<file path="src/rtl/csr_trap_unit.sv">
// Machine-mode CSR file and trap sequencer: captures precise exceptions, drives the
// flush/redirect handshake toward the front end, and returns from traps on mret.
module csr_trap_unit #(
   parameter logic [31:0] MTVEC_RESET = 32'h0000_1000
) (
   input  logic        clk_i,
   input  logic        rsn_i,
   input  logic        exc_occured_i,
   input  logic [31:0] exc_mtval_i,
   input  logic [31:0] exc_mepc_i,
   input  logic [31:0] exc_mcause_i,
   input  logic        mret_i,
   input  logic        csr_we_i,
   input  logic [11:0] csr_addr_i,
   input  logic [31:0] csr_wdata_i,
   output logic [31:0] csr_rdata_o,
   output logic        flush_o,
   output logic        stall_o,
   output logic        redirect_valid_o,
   output logic [31:0] redirect_pc_o,
   output logic        mie_o
);

   localparam logic [11:0] ADDR_MSTATUS  = 12'h300;
   localparam logic [11:0] ADDR_MTVEC    = 12'h305;
   localparam logic [11:0] ADDR_MSCRATCH = 12'h340;
   localparam logic [11:0] ADDR_MEPC     = 12'h341;
   localparam logic [11:0] ADDR_MCAUSE   = 12'h342;
   localparam logic [11:0] ADDR_MTVAL    = 12'h343;

   typedef enum logic [1:0] {
      ST_IDLE,
      ST_FLUSH,
      ST_REDIRECT
   } state_e;

   state_e      state_q, state_d;
   logic        mie_q, mie_d;
   logic        mpie_q, mpie_d;
   logic [31:0] mtvec_q, mtvec_d;
   logic [31:0] mscratch_q, mscratch_d;
   logic [31:0] mepc_q, mepc_d;
   logic [31:0] mcause_q, mcause_d;
   logic [31:0] mtval_q, mtval_d;
   logic [31:0] redirect_pc_q, redirect_pc_d;

   logic        exc_take;
   logic        mret_take;
   logic        csr_wr;
   logic [31:0] trap_target;

   // Traps and mret are only honoured while idle; a CSR write colliding with an
   // accepted exception is discarded so software cannot corrupt the captured state.
   assign exc_take  = (state_q == ST_IDLE) && exc_occured_i;
   assign mret_take = (state_q == ST_IDLE) && mret_i && !exc_occured_i;
   assign csr_wr    = csr_we_i && !exc_take;

   always_comb begin
      trap_target = {mtvec_q[31:2], 2'b00};
      if (mtvec_q[0] && mcause_q[31]) begin
         trap_target = {mtvec_q[31:2], 2'b00} + {mcause_q[29:0], 2'b00};
      end
   end

   always_comb begin
      // NOTE: every signal assigned here gets a default first, so no path can infer a latch.
      state_d       = state_q;
      redirect_pc_d = redirect_pc_q;
      unique case (state_q)
         ST_IDLE: begin
            if (exc_take) begin
               state_d = ST_FLUSH;
            end else if (mret_take) begin
               state_d       = ST_REDIRECT;
               redirect_pc_d = mepc_q;
            end
         end
         ST_FLUSH: begin
            state_d       = ST_REDIRECT;
            redirect_pc_d = trap_target;
         end
         ST_REDIRECT: state_d = ST_IDLE;
         default:     state_d = ST_IDLE;
      endcase
   end

   always_comb begin
      mie_d      = mie_q;
      mpie_d     = mpie_q;
      mtvec_d    = mtvec_q;
      mscratch_d = mscratch_q;
      mepc_d     = mepc_q;
      mcause_d   = mcause_q;
      mtval_d    = mtval_q;

      if (exc_take) begin
         mepc_d   = exc_mepc_i & ~32'h3;
         mcause_d = exc_mcause_i;
         mtval_d  = exc_mtval_i;
         mpie_d   = mie_q;
         mie_d    = 1'b0;
      end else if (mret_take) begin
         mie_d  = mpie_q;
         mpie_d = 1'b1;
      end

      // A software write applied in the same cycle as an mret wins on mstatus.
      if (csr_wr) begin
         case (csr_addr_i)
            ADDR_MSTATUS: begin
               mie_d  = csr_wdata_i[3];
               mpie_d = csr_wdata_i[7];
            end
            ADDR_MTVEC:    mtvec_d    = csr_wdata_i;
            ADDR_MSCRATCH: mscratch_d = csr_wdata_i;
            ADDR_MEPC:     mepc_d     = csr_wdata_i & ~32'h3;
            ADDR_MCAUSE:   mcause_d   = csr_wdata_i;
            ADDR_MTVAL:    mtval_d    = csr_wdata_i;
            default: ;
         endcase
      end
   end

   always_comb begin
      csr_rdata_o = 32'h0;
      case (csr_addr_i)
         ADDR_MSTATUS:  csr_rdata_o = {24'h0, mpie_q, 3'b000, mie_q, 3'b000};
         ADDR_MTVEC:    csr_rdata_o = mtvec_q;
         ADDR_MSCRATCH: csr_rdata_o = mscratch_q;
         ADDR_MEPC:     csr_rdata_o = mepc_q;
         ADDR_MCAUSE:   csr_rdata_o = mcause_q;
         ADDR_MTVAL:    csr_rdata_o = mtval_q;
         default:       csr_rdata_o = 32'h0;
      endcase
   end

   assign flush_o          = (state_q == ST_FLUSH);
   assign stall_o          = (state_q != ST_IDLE);
   assign redirect_valid_o = (state_q == ST_REDIRECT);
   assign redirect_pc_o    = redirect_pc_q;
   assign mie_o            = mie_q;

   // NOTE: state uses non-blocking assignments only; the small CSR set is reset
   // asynchronously so a mid-trap reset leaves nothing pending.
   always_ff @(posedge clk_i or negedge rsn_i) begin
      if (!rsn_i) begin
         state_q       <= ST_IDLE;
         mie_q         <= 1'b0;
         mpie_q        <= 1'b0;
         mtvec_q       <= MTVEC_RESET;
         mscratch_q    <= 32'h0;
         mepc_q        <= 32'h0;
         mcause_q      <= 32'h0;
         mtval_q       <= 32'h0;
         redirect_pc_q <= 32'h0;
      end else begin
         state_q       <= state_d;
         mie_q         <= mie_d;
         mpie_q        <= mpie_d;
         mtvec_q       <= mtvec_d;
         mscratch_q    <= mscratch_d;
         mepc_q        <= mepc_d;
         mcause_q      <= mcause_d;
         mtval_q       <= mtval_d;
         redirect_pc_q <= redirect_pc_d;
      end
   end

endmodule

</file>
<file path="config.mk">
export PLATFORM = sky130hd
export DESIGN_NAME = csr_trap_unit
export DESIGN_NICKNAME = d
export VERILOG_FILES = /design/src/rtl/csr_trap_unit.sv
export SDC_FILE = /design/constraint.sdc
export NUM_CORES = 1
export LEC_CHECK = 0
export CORE_UTILIZATION = 45
export CTS_BUF_LIST = sky130_fd_sc_hd__clkbuf_4 sky130_fd_sc_hd__clkbuf_8
export DETAILED_ROUTE_END_ITERATION = 10
export PLACE_DENSITY = 0.69
export SETUP_SLACK_MARGIN = 0.2
export SYNTH_ARGS = -nofsm -noshare
export SYNTH_HDL_FRONTEND = slang
export SYNTH_SLANG_ARGS = --single-unit
</file>
<file path="constraint.sdc">
create_clock -name clk_i -period 10.5 [get_ports clk_i]
set_input_delay 3.15 -clock clk_i [delete_from_list [all_inputs] [get_ports clk_i]]
set_output_delay 3.15 -clock clk_i [all_outputs]
set_load 0.03 [all_outputs]
</file>
==> summary.md, run 1 <==
| Metric | Value |
|---|---|
| Status | completed |
| Largest net degree at the start of global routing | 98 |
| CTS sink cnt | 196 |
| Routed WL | 34,500 um |
| Clk slew on worst S/H paths | 0.10 ns |
| Worst slew margin | 0.318 |
| # IOs | 213 |
| Post-CTS sizing | 0 |
| Max frequency | roughly 0.11 GHz |
| Non-filler cells, final | 1,719 |
| Total grt overflow | 0 |
| Area grow syn2layout | 24.4% |
| Total track usage | 0.283 |
| Slew @ Worst Pin | 1.02 ns |
| Maximum vdd ir drop | 0.0858 mV |
| Total power | 2.27 mW |
| Data required, critical path | ~7.4 ns |
| Initial DRC Count | between 800 and 900 |
| Layout net count | 1,562 |
| Post-synth ARST share | 1.00 |
| RePlAce Congestion | 0.978 |
| Final hold vios | 0 |
| Max Cap Viol | 0 |
| Cts hold-fix bufs | 0 |
| H-tree Lvls | 4 |
| Die X | between 150 and 200 um |
| Final setup violating endpoints | 0 |
| Net Sw Frac | 0.368 |
| Tightest Hold Check Type | reg -> reg |
| Global-route wire length before repair | 53,600 um |
| Initial antenna violation count | 0 |
| Worst skew pair latency | 0.48 ns |
| # port buffers | 210 |
| Lkg Pwr | 6.15 nW |
| Seq/Total Area, Yosys | 0.446 |
| Sequential group share of total power | 0.462 |
| Yosys reg bits | roughly 200 |
| Drt via density | 5.85 |
| Post-synth top cells | nand2_1, dfrtp_1, nor2_1 |
| Syn Nets | 1,404 |
| Logic pwr share | 0.306 |
| Routed vias | 10,100 |
| Clk root buf | clkbuf_8 |
| Internal cell power | 1.43 mW |
| DRC viols | 0 |
| ANT nets after route | 0 |
| Clk buf depth | 2 |
| Number of synthesized flops with an enable pin | 0 |
| Synth area leaders | dfrtp_1, nand2_1, mux2_2 |
| Mean Syn Cell Area | 8.95 um2 |
| Post-CTS Setup Inserts | 0 |
| Post-synth top area share | 0.444 |
| Placed cell count | between 1,500 and 2,000 |
| CP Launch Type | input port |
| Ys flop type | dfrtp_1 |
| Mapped Area | 0.0110 mm2 |
| RSZ-0062 raised after global routing | no |
| Pwr dens | 166 mW/mm2 |
| Synth unique cells | 62 |
| CP Capture Type | output pin |
| Dpl hpwl | 23,200 um |
| Core footprint | between 0.02 and 0.025 mm2 |
| Post-layout minimum cycle time | 9.42 ns |
| Mapped Cells | 1,229 |
| Net Switching | between 0.8 and 0.9 mW |
| Final Cycle Share | 0.897 |
| Drt pass-1 iters | 5 |
| Vias in the first global route | slightly below 10,000 |
| Critical Path AT | 6.27 ns |
| Most common cell in the netlist | nand2_1 |
| # diodes | 0 |
| Die height | 158 um |
| Yosys Warn Count | 0 |
| # rows | 56 |
| Die area | 0.0251 mm2 |
| CTS tree | done |
| Initial Utilization | 0.463 |
| Largest area contributor in the netlist | dfrtp_1 |
| Clk network pwr share | 0.232 |
| DR WL/cell | ~20 um |
| Share of cells above drive strength 1 | 0.0864 |
| Final Max Tran Viols | 0 |
| Max Fanout on Critical Path | 14 |
| WS Path Type | in -> out |
| Worst Clk Skew | 0.0160 ns |
| Final setup TNS | 0 ns |
| TritonCTS Buffers | 17 |
==> worst max-delay path, stage by stage <==
cell and delay [ns]:
clkdlybuf4s50_1 0.47, nor4bb_1 0.29, nand2_1 0.13, nor4b_1 0.37, and2_1 0.60, buf_4 0.35
a221o_1 0.22, clkdlybuf4s50_1 0.69
==> final cells by class <==
type / count / area (um2)
inverters: 11 / 42.5
fillers: 2155 / 10100
well taps: 319 / 399
multi-input cells: 934 / 5690
flip-flops and latches: 196 / 4910
clock buffers: 17 / 234
repair buffers: 227 / 2230
clock inverters: 15 / 189
==> cells in the final DEF, fill, tap and decap left out, types with 17 or more instances in the layout <==
cell             instances
nand2_1                274
clkdlybuf4s50_1        208
dfrtp_1                195
nor2_1                 123
a31oi_1                100
o21ai_0                 75
mux2_2                  57
a21oi_1                 38
mux2i_1                 34
a221o_1                 30
ha_1                    29
clkbuf_8                18
buf_4                   17
==> final timing paths <==
kind                             startpoint               end  slack (ns)  depth (start not counted)
max                           csr_addr_i[9]   csr_rdata_o[10]        1.08                          8
max reg2reg                      state_q[0]     mscratch_q[2]        7.10                          6
min in group asynchronous             rsn_i  redirect_pc_o[1]        2.72                          1
min reg2reg                redirect_pc_o[3]  redirect_pc_o[3]        0.49                          2
min                        redirect_pc_o[3]  redirect_pc_o[3]        0.49                          2
max in group asynchronous             rsn_i        mepc_q[12]        6.48                          2
==> metrics by stage <==
| stage | cell area (um2) | hold WS [ns] | util | setup WS [ns] |
|---|---|---|---|---|
| 2_1_floorplan | 11000 | 0.459 | - | 2.67 |
| 3_3_place_gp | 13300 | 0.465 | 0.558 | 1.22 |
| 3_5_place_dp | 13300 | 0.473 | 0.558 | 1.11 |
| 4_1_cts | 13700 | 0.497 | 0.576 | 1.09 |
| 5_1_grt | 13700 | 0.525 | 0.576 | 0.975 |
| 6_report | 13700 | 0.491 | 0.576 | 1.08 |
==> power by group through the flow <==
stage	registers (mW)	logic, mW	clock network, mW
after floorplan	1.10	0.331	0
after global placement	1.06	0.678	0
after detailed placement	1.06	0.692	0
after CTS	1.05	0.696	0.537
after global routing	1.06	0.761	0.567
final	1.05	0.694	0.527
==> logic make-up after synthesis <==
kind of cell | after synthesis | share of synthesized area
adders and majority gates | 30 | 0.0348
AOI/OAI and AO/OA | 331 | 0.199
buffers and inverters | 99 | 0.0387
xor gates and xnor gates | 23 | 0.0183
DFF | 196 | 0.446
and+or+nand+nor | 451 | 0.166
muxes | 99 | 0.0975
==> registers in the layout, summed over array words and instances, names as in the netlist <==
register	count
mcause_q	32
mepc_q	32
mscratch_q	32
mtval_q	32
mtvec_q	32
redirect_pc_o	32
state_q	2
mie_o	1
mpie_q	1
==> routing by layer <==
metal / vias up / share of wire / global-route usage
met1: 4914 / 0.45 / 0.385
met4: 0 / 0.018 / 0.0691
met2: 400 / 0.47 / 0.464
li1: 4699 / - / -
met5: - / 0 / 0
met3: 47 / 0.063 / 0.0547
Power figures use the tool's default switching activity.
==> run 2: changes to the inputs <==
- PLACE_DENSITY: 0.69 -> 0.71
==> summary.md, run 2 (synthesis gave the netlist of run 1 again) <==
| Metric | Value |
|---|---|
| Clk buf depth | 2 (unchanged) |
| CP Launch Type | input port |
| DR WL/cell | 20.0 um (-0.24%) |
| Drt pass-1 iters | 5 (unchanged) |
| DRC viols | 0 (unchanged) |
| RePlAce Congestion | 0.943 (-3.5%) |
| H-tree Lvls | 4 (unchanged) |
| Initial Utilization | 0.463 (unchanged) |
| # IOs | 213 (unchanged) |
| Worst path max stage delay | 0.72 ns (+0.03 ns) |
| Final setup TNS | 0 ns (unchanged) |
| Final hold vios | 0 (unchanged) |
| Internal cell power | 1.39 mW (-3.2%) |
| Die height | 158 um (unchanged) |
| Vias in the first global route | 9,717 (+0.83%) |
| Share of cells above drive strength 1 | 0.0851 (-0.00131) |
| R2r startpoint | state_q[0] |
| Net Sw Frac | 0.378 (+0.0100) |
| CP Capture Type | output pin |
| Clk root buf | clkbuf_8 |
| Post-CTS Setup Inserts | 0 (unchanged) |
| Worst slew margin | 0.260 (-0.0584) |
| Cts hold-fix bufs | 0 (unchanged) |
| Lkg Pwr | 6.12 nW (-0.49%) |
| Final Max Tran Viols | 0 (unchanged) |
| Max frequency | 0.106 GHz (-0.15%) |
| # diodes | 0 (unchanged) |
| Max Fanout on Critical Path | 22 (+8) |
| Post-layout minimum cycle time | 9.43 ns (+0.0146 ns) |
| Worst skew pair latency | 0.48 ns (about the same) |
| FF+latch area | 0.00491 mm2 (unchanged) |
| Core footprint | 0.0238 mm2 (unchanged) |
| Clk network pwr share | 0.218 (-0.014) |
| Most used cell along the critical path | clkdlybuf4s50_1 |
| Drt via density | 5.84 (-0.17%) |
| Initial DRC Count | 805 (-0.98%) |
| Total track usage | 0.281 (-0.00204) |
| Hold Path Origin | mscratch_q[19] |
| Most common cell after layout, fill and taps aside | nand2_1 |
| Sequential group share of total power | 0.471 (+0.009) |
| Routed vias | 10,000 (-0.29%) |
| Largest net degree at the start of global routing | 113 (+15%) |
| Area grow syn2layout | 24.1% |
| Die area | 0.0251 mm2 (unchanged) |
| Layout net count | 1,560 (-0.13%) |
| Slew @ Worst Pin | 1.11 ns (+0.0876 ns) |
| Total power | 2.23 mW (-1.7%) |
| Area of the multi-input gates | 0.00569 mm2 (unchanged) |
| ANT nets after route | 0 (unchanged) |
| Hold WS | 0.499 ns (+0.00781 ns) |
| Maximum vdd ir drop | 0.0946 mV (+10%) |
| TritonCTS Buffers | 17 (unchanged) |
| Total grt overflow | 0 (unchanged) |
| Initial antenna violation count | 0 (unchanged) |
| WS Path Type | in -> out |
| Critical Path Slowest Stage Cell | clkdlybuf4s50_1 |
| Max Cap Viol | 0 (unchanged) |
| Dpl hpwl | 23,300 um (+0.55%) |
| CTS sink cnt | 196 (unchanged) |
| CP cell instances | clkdlybuf4s50_1, nor4bb_1, nand2_1, nor4b_1, and2_1, buf_12, a221o_1, clkdlybuf4s50_1 |
| CTS tree | done |
| Pwr dens | 164 mW/mm2 (-1.4%) |
| # rows | 56 (unchanged) |
| Data required, critical path | 7.35 ns (about the same) |
| Die X | 158 um (unchanged) |
| # port buffers | 210 (unchanged) |
| Routed WL | 34,400 um (-0.35%) |
| Clk slew on worst S/H paths | 0.11 ns (about the same) |
| Most frequent cells in the layout | nand2_1, clkdlybuf4s50_1, dfrtp_1 |
| RSZ-0062 raised after global routing | no |
| Tightest Hold Check Type | reg -> reg |
| FILL cells | 2,146 (-0.42%) |
| Critical Path AT | 6.28 ns (about the same) |
| Post-CTS sizing | 0 (unchanged) |
| Logic pwr share | 0.311 (+0.005) |
| Net Switching | 0.844 mW (+1.0%) |
| Final setup violating endpoints | 0 (unchanged) |
| Final Cycle Share | 0.899 (+0.00139) |
| Global-route wire length before repair | 53,400 um (-0.37%) |
| Critical Path Start | csr_addr_i[9] |
| Status | completed |
| Worst Clk Skew | 0.0172 ns (+0.00128 ns) |
-- run 2: cell count changes in the layout (fill, tap and decap cells not counted), sizes merged --
cell	before	now
buf	18	16
clkbuf	18	19
clkinvlp	0	1
bufinv	2	0
-- run 2: final cells by class --
class                           instances  share of cell area
Timing Repair Buffer                  225               0.164
Clock buffer                           18              0.0177
Multi-Input combinational cell        934               0.416
Inverter                               11             0.00302
Clock inverter                         14              0.0103
Tap cell                              319              0.0292
Sequential cell                       196               0.359
-- run 2: per-stage QoR --
| stage | util | std cells | setup WS (ns) | cell area, um2 |
|---|---|---|---|---|
| 3_5_place_dp | 0.559 | 1685 | 1.07 | 13300 |
| 5_1_grt | 0.575 | 1717 | 0.859 | 13700 |
| 6_report | 0.575 | 1717 | 1.07 | 13700 |
| 4_1_cts | 0.575 | 1717 | 1.07 | 13700 |
| 3_3_place_gp | 0.559 | 1685 | 1.09 | 13300 |
| 2_1_floorplan | - | 1229 | 2.67 | 11000 |
-- run 2: path summary, 6_finish.rpt --
check	cells after the start	slack (ns)	to
min in group asynchronous	1	2.74	mepc_q[0]
setup / recovery	8	1.07	csr_rdata_o[22]
hold / removal	1	0.50	mscratch_q[19]
setup reg to reg	6	6.90	mscratch_q[25]
hold reg to reg	1	0.50	mscratch_q[19]
max in group asynchronous	2	6.07	mtvec_q[14]
-- run 2: power groups by stage --
stage | logic, mW | clock network [mW] | registers [mW]
2_1_floorplan | 0.331 | 0 | 1.10
3_3_place_gp | 0.677 | 0 | 1.06
3_5_place_dp | 0.693 | 0 | 1.06
4_1_cts | 0.696 | 0.496 | 1.05
5_1_grt | 0.760 | 0.526 | 1.07
6_report | 0.694 | 0.487 | 1.05
-- run 2: per-layer routing --
| layer | track usage | vias up | part of all wire |
|---|---|---|---|
| met1 | 0.375 | 4884 | 0.44 |
| met2 | 0.458 | 387 | 0.47 |
| met4 | 0.109 | 0 | 0.029 |
| met3 | 0.0446 | 58 | 0.066 |
| met5 | 0 | - | 0 |
| li1 | - | 4702 | - |
-- run 2: critical path, delay by kind of cell --
family,cells,cell delay (ns)
and+or+nand+nor,4,1.43
AOI/OAI and AO/OA,1,0.24
buffers and inverters,3,1.45
